`config.mk`:
```
export PLATFORM = sky130hd
export DESIGN_NAME = weight_load_sched
export DESIGN_NICKNAME = d
export VERILOG_FILES = /design/src/rtl/weight_pkg.sv /design/src/rtl/wt_addr_cnt.sv /design/src/rtl/weight_load_sched.sv
export SDC_FILE = /design/constraint.sdc
export NUM_CORES = 1
export LEC_CHECK = 0
export BUFFER_PORTS_ARGS = -buffer_cell sky130_fd_sc_hd__buf_2
export CAP_MARGIN = 40
export CORE_UTILIZATION = 28
export CTS_BUF_LIST = sky130_fd_sc_hd__clkbuf_16
export CTS_CLUSTER_SIZE = 28
export DETAILED_ROUTE_END_ITERATION = 7
export SLEW_MARGIN = 5
export SYNTH_ARGS = -nofsm -noshare
export SYNTH_HDL_FRONTEND = slang
export SYNTH_SLANG_ARGS = --single-unit
```
`constraint.sdc`:
```
create_clock -name clk -period 4.5 [get_ports clk]
set_input_delay 1.35 -clock clk [delete_from_list [all_inputs] [get_ports clk]]
set_output_delay 1.35 -clock clk [all_outputs]
set_load 0.02 [all_outputs]
```
`src/rtl/weight_pkg.sv`:
```
`default_nettype none
// +----------------------------------------------------------------------+
// | Package : weight_pkg                                                 |
// | Shared types and BRAM address layout for the weight load sequencer.  |
// | Revision: 1.0                                                        |
// +----------------------------------------------------------------------+
package weight_pkg;

  // BRAM write address: [11:8] column bank, [7:0] row within the bank
  localparam int ADDR_WIDTH = 12;
  localparam int ROW_LSB    = 0;
  localparam int ROW_W      = 8;
  localparam int COL_LSB    = 8;
  localparam int COL_W      = 4;

  typedef enum logic [2:0] {
    IDLE = 3'd0,
    LOAD = 3'd1,
    KICK = 3'd2,
    RUN  = 3'd3,
    DONE = 3'd4
  } state_t;

  // Assemble a BRAM address from its column and row fields
  function automatic logic [ADDR_WIDTH-1:0] pack_addr(input logic [COL_W-1:0] col,
                                                      input logic [ROW_W-1:0] row);
    logic [ADDR_WIDTH-1:0] a;
    a = '0;
    a[COL_LSB +: COL_W] = col;
    a[ROW_LSB +: ROW_W] = row;
    return a;
  endfunction

endpackage
`default_nettype wire

```
`src/rtl/wt_addr_cnt.sv`:
```
`default_nettype none
// +----------------------------------------------------------------------+
// | Module  : wt_addr_cnt                                                |
// | Column-major row/column counter for the weight BRAM write address.   |
// | Revision: 1.0                                                        |
// +----------------------------------------------------------------------+
module wt_addr_cnt
  import weight_pkg::*;
(
  input  logic             clk,
  input  logic             rst,
  input  logic             clear_i,
  input  logic             inc_i,
  input  logic [ROW_W-1:0] last_row_i,
  input  logic [COL_W-1:0] last_col_i,
  output logic [ROW_W-1:0] row_o,
  output logic [COL_W-1:0] col_o,
  output logic             wrap_o,
  output logic             tc_o
);

  logic [ROW_W-1:0] row_q;
  logic [COL_W-1:0] col_q;

  // Row advances every increment; on reaching the last row it wraps and the column steps
  always_ff @(posedge clk) begin
    if (rst || clear_i) begin
      row_q <= '0;
      col_q <= '0;
    end else if (inc_i) begin
      if (wrap_o) begin
        row_q <= '0;
        col_q <= col_q + 1'b1;
      end else begin
        row_q <= row_q + 1'b1;
      end
    end
  end

  assign row_o  = row_q;
  assign col_o  = col_q;
  assign wrap_o = (row_q == last_row_i);
  assign tc_o   = wrap_o && (col_q == last_col_i);

endmodule
`default_nettype wire

```
`src/rtl/weight_load_sched.sv`:
```
`default_nettype none
// +----------------------------------------------------------------------+
// | Module  : weight_load_sched                                          |
// | Streams one layer of weights into the weight BRAM, kicks the SA      |
// | controller, then waits for conv completion.                          |
// | Revision: 1.0                                                        |
// +----------------------------------------------------------------------+
module weight_load_sched
  import weight_pkg::*;
#(
  parameter int DATA_WIDTH    = 8,
  parameter int BAND_WT_WIDTH = 16,
  parameter int ROW_DEPTH     = 256
) (
  input  logic                  clk,
  input  logic                  rst,
  input  logic                  start_i,
  input  logic [1:0]            nth_conv_i,
  input  logic [8:0]            num_rows_i,
  input  logic [4:0]            num_cols_i,
  input  logic                  s_valid_i,
  input  logic [DATA_WIDTH-1:0] s_data_i,
  input  logic                  s_last_i,
  output logic                  s_ready_o,
  output logic                  wea_o,
  output logic [DATA_WIDTH-1:0] dia_o,
  output logic [ADDR_WIDTH-1:0] addra_o,
  output logic                  sa_start_o,
  output logic [1:0]            nth_conv_o,
  input  logic                  conv_done_i,
  output logic                  busy_o,
  output logic                  done_o,
  output logic                  err_o
);

  state_t                state_q, state_d;
  logic [ROW_W-1:0]      last_row_q;
  logic [COL_W-1:0]      last_col_q;
  logic [1:0]            nth_conv_q;
  logic                  err_q;
  logic                  wea_q;
  logic [DATA_WIDTH-1:0] dia_q;
  logic [ADDR_WIDTH-1:0] addra_q;
  logic                  sa_start_q, sa_start_d;

  logic [ROW_W-1:0]      w_row;
  logic [COL_W-1:0]      w_col;
  logic                  w_wrap;
  logic                  w_tc;

  // A count of ROW_DEPTH/BAND_WT_WIDTH truncates to 0 in the low bits, so minus one gives the all-ones last index
  logic                  w_cfg_ok;
  logic                  w_start_idle;
  logic                  w_start_ok;
  logic                  w_beat;

  assign w_cfg_ok     = (num_rows_i != 9'd0) && (num_rows_i <= 9'(ROW_DEPTH)) &&
                        (num_cols_i != 5'd0) && (num_cols_i <= 5'(BAND_WT_WIDTH));
  assign w_start_idle = start_i && (state_q == IDLE);
  assign w_start_ok   = w_start_idle && w_cfg_ok;
  assign w_beat       = s_valid_i && (state_q == LOAD);

  wt_addr_cnt u_addr_cnt (
    .clk        (clk),
    .rst        (rst),
    .clear_i    (w_start_ok),
    .inc_i      (w_beat),
    .last_row_i (last_row_q),
    .last_col_i (last_col_q),
    .row_o      (w_row),
    .col_o      (w_col),
    .wrap_o     (w_wrap),
    .tc_o       (w_tc)
  );

  // State register
  always_ff @(posedge clk) begin
    if (rst) state_q <= IDLE;
    else     state_q <= state_d;
  end

  // Next-state: an early s_last aborts the layer, the terminal beat moves on to the kick
  always_comb begin
    state_d = state_q;
    case (state_q)
      IDLE: if (w_start_ok) state_d = LOAD;
      LOAD: begin
        if (w_beat) begin
          if (w_tc)          state_d = KICK;
          else if (s_last_i) state_d = IDLE;
        end
      end
      KICK: state_d = RUN;
      RUN:  if (conv_done_i) state_d = DONE;
      DONE: state_d = IDLE;
      default: state_d = IDLE;
    endcase
  end

  // State-decoded outputs; the kick is registered so it lands one cycle after the last write
  always_comb begin
    s_ready_o  = (state_q == LOAD);
    busy_o     = (state_q != IDLE);
    done_o     = (state_q == DONE);
    sa_start_d = (state_q == KICK);
  end

  // Layer configuration captured at an accepted start
  always_ff @(posedge clk) begin
    if (rst) begin
      last_row_q <= '0;
      last_col_q <= '0;
      nth_conv_q <= '0;
    end else if (w_start_ok) begin
      last_row_q <= num_rows_i[ROW_W-1:0] - 1'b1;
      last_col_q <= num_cols_i[COL_W-1:0] - 1'b1;
      nth_conv_q <= nth_conv_i;
    end
  end

  // Sticky error: bad config, missing s_last on the final beat, or s_last arriving early
  always_ff @(posedge clk) begin
    if (rst)                                        err_q <= 1'b0;
    else if (w_start_ok)                            err_q <= 1'b0;
    else if (w_start_idle)                          err_q <= 1'b1;
    else if (w_beat && (w_tc ? !s_last_i : s_last_i)) err_q <= 1'b1;
  end

  // BRAM write port and kick pulse, one cycle behind the accepted beat
  always_ff @(posedge clk) begin
    if (rst) begin
      wea_q      <= 1'b0;
      dia_q      <= '0;
      addra_q    <= '0;
      sa_start_q <= 1'b0;
    end else begin
      wea_q      <= w_beat;
      sa_start_q <= sa_start_d;
      if (w_beat) begin
        dia_q   <= s_data_i;
        addra_q <= pack_addr(w_col, w_row);
      end
    end
  end

  assign wea_o      = wea_q;
  assign dia_o      = dia_q;
  assign addra_o    = addra_q;
  assign sa_start_o = sa_start_q;
  assign nth_conv_o = nth_conv_q;
  assign err_o      = err_q;

endmodule
`default_nettype wire

```
---- Yosys cells after proc, flatten, opt, wreduce, memory -nomap -nowiden ----
Cells that the tools add are included.
storage, ports and cells
  register bits ........................... 52
  logic and storage cells ................. 55
  input bits .............................. 30
  output and inout port bits .............. 28
cells by class
  reductions and logical operators ........ 18
  equality and inequality tests ........... 10
  add/sub/neg operators ................... 4
  magnitude comparators ................... 2
  muxes and demuxes ....................... 10
operator list
  cell                   number
  $mux W3                5
  $pmux W3 S4            1
  $le A9 B9 Y1 const B   1
  $reduce_bool A9 Y1     1
  $add A8 B1 Y8 const B  1
  $eq A8 B8 Y1           1
  $logic_and A1 B1 Y1    8
  $mux W8                1
  $sub A8 B1 Y8 const B  1
  $eq A3 B2 Y1 const B   2
  $le A5 B5 Y1 const B   1
  $reduce_bool A5 Y1     1
  $add A4 B1 Y4 const B  1
  $eq A4 B4 Y1           1
  $ne A2 B1 Y1 const B   2
  $reduce_and A4 Y1      1
  $sub A4 B1 Y4 const B  1
  $eq A3 B1 Y1 const B   1
  $eq A3 B3 Y1 const B   1
  $logic_not A3 Y1       1
  $mux W1                3
  $ne A3 B2 Y1 const B   1
  $reduce_bool A3 Y1     1
  $ne A2 B2 Y1 const B   1
  5 further kinds        5

---- Logic depth before layout (Yosys ltp) ----
Gate-level depths: netlist of run 1.
  word-level depth ........................ 7
  gate-level depth with buffers ........... 7
  gate-level depth less buffers ........... 6

---- Modules after synthesis ----
A second synthesis of run 1 with hierarchy kept.
second synthesis, totals
  cell total of the unflattened synthesis .. 279
  area total of the unflattened synthesis .. 2507.4 um^2
by module, submodules not included
  module             sequential area each (um^2)  area an instance (um^2)  cells each  instances
  weight_load_sched  800.8                        1794.2                   204         1
  wt_addr_cnt        240.2                        713.2                    75          1

---- Worst setup path before layout of run 1 ----
No wires, ideal clock.
  path type ............................... in2reg
  from .................................... in num_cols_i[0]
  to ...................................... reg state_q[0]
  stages on the path ...................... 7
  setup time .............................. 86 ps
  path buffers ............................ 1
  arrival ................................. 3042 ps
  data required time ...................... 4414 ps
  setup slack ............................. 1371 ps
  path through ............................ inv_1 ha_1 nor3b_1 xor2_2 or4_1 buf_2 a221oi_2
between the ends
  cells in the longest elaborated chain, start to end .. 6
  elaborated cells between the ends (all ways) .. 7
  classes of those cells .................. order compare (1); eq/ne (1); reduce/logical (5)
RTL lines
  item                                                  line                     RTL
  start: declaration                                    weight_load_sched.sv:20  input logic [4:0] num_cols_i,
  branches (longest 2 deep; another with $le A5 B5 Y1)  n/a
  $logic_and A1 B1 Y1 (*)                               weight_load_sched.sv:58  (num_cols_i != 5'd0) && (num_cols_i <= 5'(BAND_WT_WIDTH));
  $logic_and A1 B1 Y1 (*)                               weight_load_sched.sv:60  assign w_start_ok = w_start_idle && w_cfg_ok;
  $ne A2 B1 Y1 (no source line) (*)                     n/a
  $reduce_and A4 Y1 (no source line) (*)                n/a
  end signal: assignment                                weight_load_sched.sv:79  else state_q <= state_d;
  end: declaration                                      weight_load_sched.sv:36  state_t state_q, state_d;
Mark *: on every way between the ends.
A chain may end at the register's enable or synchronous reset.

---- Final worst setup path of run 1 ----
Same ends and word-level chain as after synthesis.

==> impl_metrics.tcl, run 1 <==
set metrics [dict create \
    finalSetupViolations 0 \
    critPathMaxStageDelay_ns 0.68 \
    holdPathStages 2 \
    min_period_over_period 0.692 \
    grt_first_pass_wirelength_um 10700 \
    r2r_end "u_addr_cnt.col_o[0]" \
    setup-tns-final_ns 0 \
    core_sq_um 9200 \
    r2r_slack_ns 2.23 \
    wl_per_cell_um 14.0 \
    synth_cell_types 51 \
    worstPathCellList "buf_2 > inv_1 > ha_1 > nor3b_1 > xor2_2 > or4_1 > a221oi_2" \
    path_class "input port to flip-flop" \
    area_growth_pct 17.8 \
    grt_overflow_total 0 \
    diodes 0 \
    yosysTopAreaCell "dfxtp_1" \
    synth.yosys.seq_area_share 0.393 \
    antenna_found_initial 0 \
    dp_slack_ns 1.08 \
    fill_cells 960 \
    route.detailed.drc 0 \
    maxCapViolCount 0 \
    fmax_ghz 0.321 \
    arrival_ns 3.32 \
    post_cts_resized 0 \
    placedCellCount 447 \
    syn_inst 301 \
    slew-limit-headroom 0.462 \
    vias_per_cell 5.07 \
    cts_tree "built" \
    die_y_um 99.3 \
    multi_input_area_sq_um 1480 \
    layout.cells.non_filler 455 \
    grt_usage 0.136 \
    rows 35 \
    synth_seq_cells 52 \
    cts_buffers 5 \
    cts.sinks 52 \
    die_w_um 99.3 \
    cp_top_family "simple AND/OR/NAND/NOR gates" \
    path_buf_inv 2 \
    synth.avg_cell_area_sq_um 8.80 \
    die_area_sq_um 9860 \
    reg2reg_depth 4 \
    seq_area_sq_um 1040 \
    crit_slowest_cell "or4_1" \
    holdWs_ns 0.454 \
    cts_setup_buffers 0 \
    vias 2309 \
    finalCriticalPeriod_ns 3.11 \
    async_flop_share 0 \
    hold_buffers 0 \
    synth_top_area_frac 0.393 \
    fin_skew_ns 0.00535 \
    layout-drive-gt1-share 0.230 \
    dp_hpwl_um 4600 \
    maxSlewViolCount 0 \
    status "completed" \
    synth_edf_count 0 \
    synth-main-ff-cell "dfxtp_1" \
    drt_wl_total_um 6350 \
    first_global_vias 2249 \
    worst-path-max-fanout 6 \
    worstHoldEndpoint "dia_o[0]" \
    p_leak_nw 1.26 \
    syn_area_sq_um 2650 \
    cts.clk_slew.worst_paths_ns 0.07 \
    synth_most_common_cell "dfxtp_1" \
    final_nets 378 \
    clkLatencyLatePin_ns 0.29 \
    gp_congestion 0.799 \
    hp-class "flip-flop to flip-flop" \
    syn_nets 336 \
    crit_path_start_kind "input port" \
    ys_top_cells_by_area "dfxtp_1 (39%), nand2_1 (7.1%), xnor2_1 (6.6%), a21oi_1 (5.9%), o2111ai_1 (3.6%)" \
    portBuffers 57 \
    ios 58 \
    htreeDepth 2 \
    synth_common_cells "dfxtp_1 (52), nand2_1 (50), a21oi_1 (31)" \
    rr_startpoint "state_q[1]" \
    drt_iter0_drc 134 \
    cp_data_required_time_ns 4.71 \
    endpoint_kind "flip-flop" \
    yosysWarnings 0 \
    antenna_left 0 \
    worst_pin_slew_ns 0.801 \
    grt_max_degree 29 \
    clockBufferDepth 2 \
    rsz0062_at_grt "false" \
    first_pass_iters 5 \
    hold_violations 0 \
    start_util 0.288 \
    clock-root-buffer "clkbuf_16" \
    min_from "dia_o[0]" \
    vdd_drop_max_v 0.000134 \
    p_per_area_nw_per_um2 318 \
    worst_slack_ns 1.39 \
]
-- per-layer routing --
metal | wire length (um) | up-vias | GRT usage | part of all wire
li1 | - | 1173 | - | -
met4 | 80 | 0 | 0.0317 | 0.013
met3 | 271 | 10 | 0.0365 | 0.043
met1 | 2920 | 1090 | 0.162 | 0.46
met2 | 3080 | 36 | 0.241 | 0.48
met5 | 0 | - | 0 | 0
-- worst max-delay path by stage --
stage                   from             to  depth (start not counted)
6_report       num_cols_i[0]     state_q[0]                          7
5_1_grt        num_cols_i[0]  last_col_q[0]                          7
4_1_cts        num_cols_i[0]     state_q[0]                          7
3_5_place_dp   num_cols_i[0]     state_q[0]                          7
3_3_place_gp   num_cols_i[0]     state_q[0]                          7
2_1_floorplan  num_cols_i[0]     state_q[0]                          7
-- layout by cell type, fill, tap and decap left out, types with 2 or more instances in the layout --
cell       count
a21oi_1       31
and3_1         2
and4_1         2
buf_2         57
buf_4          3
clkbuf_16      5
dfxtp_1       52
ha_1           5
inv_1          8
mux2i_1        3
nand2_1       50
nand3_1        2
nand3b_1       2
nand4_1        7
nor2_1         9
nor2b_1        3
nor3_1        11
nor3b_1        5
nor4_2         2
o2111ai_1     11
o211a_1        9
o211ai_1       2
o21ai_0        3
o31ai_1        4
o41ai_1        4
or4_1          4
xnor2_1       20
xor2_1         4
-- area by class of cell --
type,count,area share
inverter,6,0.00721
tap,111,0.0445
multi-input combinational,218,0.473
timing repair buffer,60,0.0986
clock inverter,3,0.00361
clock buffer,5,0.0401
sequential,52,0.333
-- sequential cells by signal, summed over array words and instances, names as in the netlist --
signal / flops
addra_o: 12
dia_o: 8
last_row_q: 8
u_addr_cnt.row_o: 8
last_col_q: 4
u_addr_cnt.col_o: 4
state_q: 3
nth_conv_o: 2
err_o: 1
sa_start_o: 1
wea_o: 1
-- power breakdown --
part           leakage (nW)  internal (mW)  switching, mW  total [mW]
clock                0.0738          0.200          0.160       0.361
combinational         0.766         0.0535         0.0932       0.147
sequential            0.421          0.474         0.0127       0.486
total                  1.26          0.728          0.266       0.994
-- through the flow --
stage | total power [mW] | cell area, sq um | utilization
2_1_floorplan | 0.598 | 2650 | -
3_3_place_gp | 0.640 | 2990 | 0.325
3_5_place_dp | 0.644 | 2990 | 0.325
4_1_cts | 1.01 | 3120 | 0.340
5_1_grt | 1.04 | 3120 | 0.340
6_report | 0.994 | 3120 | 0.340
-- worst min-delay path: cells and delay by family, from the launching register on --
kind               cells  cell delay [ns]
AOI/OAI and AO/OA      1             0.05
and+or+nand+nor        1             0.05
DFF                    1             0.31
-- kinds of logic after synthesis --
logic type                 Yosys count  share of synthesized area
and+or+nand+nor                    112                      0.233
AOI/OAI and AO/OA                   73                      0.198
DFF                                 52                      0.393
buffers and inverters               31                     0.0557
xor gates and xnor gates            25                     0.0855
adders and majority gates            5                     0.0236
muxes                                3                     0.0113
Power figures use the tool's default switching activity.
==> run 2: changes to the inputs <==
==> constraint.sdc (replaced) <==
create_clock -name clk -period 3.1 [get_ports clk]
set_input_delay 0.93 -clock clk [delete_from_list [all_inputs] [get_ports clk]]
set_output_delay 0.93 -clock clk [all_outputs]
set_load 0.02 [all_outputs]
==> run 2 against run 1 <==
  * Flip-flop and latch count is the same
  * Cell count grew 1.3%
  * Sequential share of layout area shrank 0.54 points
  * Non-clock buffer count grew 6
  * First-iteration DRC count shrank 36%
  * Register-to-register slack lost 1.3 ns
  * Largest cell class unchanged
  * Power grew 48%
==> impl_metrics.tcl, run 2 (same netlist as run 1, synthesis figures left out) <==
set metrics [dict create \
    holdWs_ns 0.449 \
    hp-class "flip-flop to flip-flop" \
    final_cell_mix "buf_2 (57), dfxtp_1 (52), nand2_1 (50)" \
    pwr-share-seq 0.480 \
    first_pass_iters 4 \
    p_per_area_nw_per_um2 463 \
    finalSetupViolations 0 \
    area_growth_pct 19.8 \
    core_sq_um 9200 \
    portBuffers 57 \
    switching_share 0.272 \
    cts.clk_slew.worst_paths_ns 0.06 \
    endpoint_kind "flip-flop" \
    cts_setup_buffers 0 \
    ios 58 \
    hold_violations 0 \
    wl_per_cell_um 13.6 \
    setup-tns-final_ns 0 \
    reg2reg_depth 4 \
    holdPathStages 2 \
    largest_reg_flops 12 \
    arrival_ns 2.69 \
    grt_usage 0.134 \
    path_class "input port to flip-flop" \
    first_global_vias 2194 \
    worst_pin_slew_ns 0.788 \
    maxSlewViolCount 0 \
    htreeDepth 2 \
    place_area_sq_um 3030 \
    worst-path-max-fanout 6 \
    final_common_cell "buf_2" \
    antenna_left 0 \
    route.detailed.drc 0 \
    gp_congestion 0.771 \
    diodes 0 \
    grt_overflow_total 0 \
    worstPathCellList "buf_2 > inv_1 > ha_1 > nor3b_1 > buf_4 > xor2_2 > or4_1 > a221oi_2" \
    vias_per_cell 5.11 \
    multi_input_area_sq_um 1480 \
    die_y_um 99.3 \
    dp_hpwl_um 4640 \
    maxCapViolCount 0 \
    rsz0062_at_grt "false" \
    fin_skew_ns 0.00604 \
    cts_tree "built" \
    crit_slowest_cell "or4_1" \
    status "completed" \
    p_comb_frac 0.150 \
    die_area_sq_um 9860 \
    die_w_um 99.3 \
    final_cell_area_sq_um 3170 \
    slew-limit-headroom 0.470 \
    final_nets 384 \
    power_frac_clock 0.370 \
    cts_buffers 5 \
    clkLatencyLatePin_ns 0.29 \
    p_int_mw 1.07 \
    cts.sinks 52 \
    vias 2358 \
    crit_path_start_kind "input port" \
    vdd_drop_max_v 0.000203 \
    r2r_end "err_o" \
    min_period_over_period 0.803 \
    hold_buffers 0 \
    grt_max_degree 29 \
    critPathMaxStageDelay_ns 0.65 \
    post_cts_resized 0 \
    p_leak_nw 1.29 \
    finalCriticalPeriod_ns 2.49 \
    clock-root-buffer "clkbuf_16" \
    start_util 0.288 \
    fmax_ghz 0.402 \
    rr_startpoint "u_addr_cnt.row_o[3]" \
    drt_wl_total_um 6280 \
    min_from "dia_o[0]" \
    layout-drive-gt1-share 0.249 \
    cp_data_required_time_ns 3.31 \
    p_sw_mw 0.399 \
    clockBufferDepth 2 \
    worstHoldEndpoint "dia_o[0]" \
    r2r_slack_ns 0.97 \
    drt_iter0_drc 86 \
    fill_cells 993 \
    grt_first_pass_wirelength_um 10700 \
    antenna_found_initial 0 \
    rows 35 \
    seq_area_sq_um 1040 \
]
-- run 2: cell count changes in the layout (fill, tap and decap cells not counted), sizes merged --
cell    delta
inv        -1
buf        +6
clkinv     +1
-- run 2: per-stage QoR --
| stage | instances | util | setup slack (ns) | total power, mW |
|---|---|---|---|---|
| 3_3_place_gp | 453 | 0.330 | 0.345 | 0.938 |
| 3_5_place_dp | 453 | 0.330 | 0.305 | 0.942 |
| 6_report | 461 | 0.345 | 0.612 | 1.47 |
| 5_1_grt | 461 | 0.345 | 0.436 | 1.54 |
| 2_1_floorplan | 301 | - | 0.391 | 0.868 |
| 4_1_cts | 461 | 0.345 | 0.599 | 1.48 |
-- run 2: layout make-up --
type | instances | share of cell area
clock buffers | 5 | 0.0394
flip-flops and latches | 52 | 0.328
inverters | 6 | 0.00710
repair buffers | 66 | 0.111
well taps | 111 | 0.0438
multi-input cells | 218 | 0.465
clock inverters | 3 | 0.00552
-- run 2: power groups by stage --
stage / clock network [mW] / logic (mW) / registers [mW]
global placement: 0 / 0.217 / 0.721
finish: 0.543 / 0.221 / 0.705
detailed placement: 0 / 0.221 / 0.721
CTS: 0.555 / 0.222 / 0.706
global route: 0.588 / 0.244 / 0.708
floorplan: 0 / 0.146 / 0.722
-- run 2: worst max path at each step --
stage                   from       endpoint  slack, ns  cells past startpoint
2_1_floorplan  num_cols_i[0]     state_q[0]       0.39                      7
3_3_place_gp   num_cols_i[0]     state_q[0]       0.34                      8
3_5_place_dp   num_cols_i[0]     state_q[0]       0.31                      8
4_1_cts        num_cols_i[0]     state_q[0]       0.60                      8
5_1_grt        num_cols_i[0]  last_row_q[3]       0.44                      8
6_report       num_cols_i[0]     state_q[0]       0.61                      8
-- run 2: critical path, delay by kind of cell --
kind	cells	cell delay (ns)
AND/OR/NAND/NOR	2	0.79
AO/OA/AOI/OAI	1	0.30
buffers and inverters	3	0.28
adder cells (fa/ha/maj)	1	0.21
XOR/XNOR	1	0.18
-- run 2: per-layer routing --
layer,vias up,track usage,part of all wire
met5,-,0,0
met1,1131,0.176,0.48
met4,0,0.0238,0.0049
li1,1187,-,-
met3,5,0.0330,0.028
met2,35,0.226,0.48
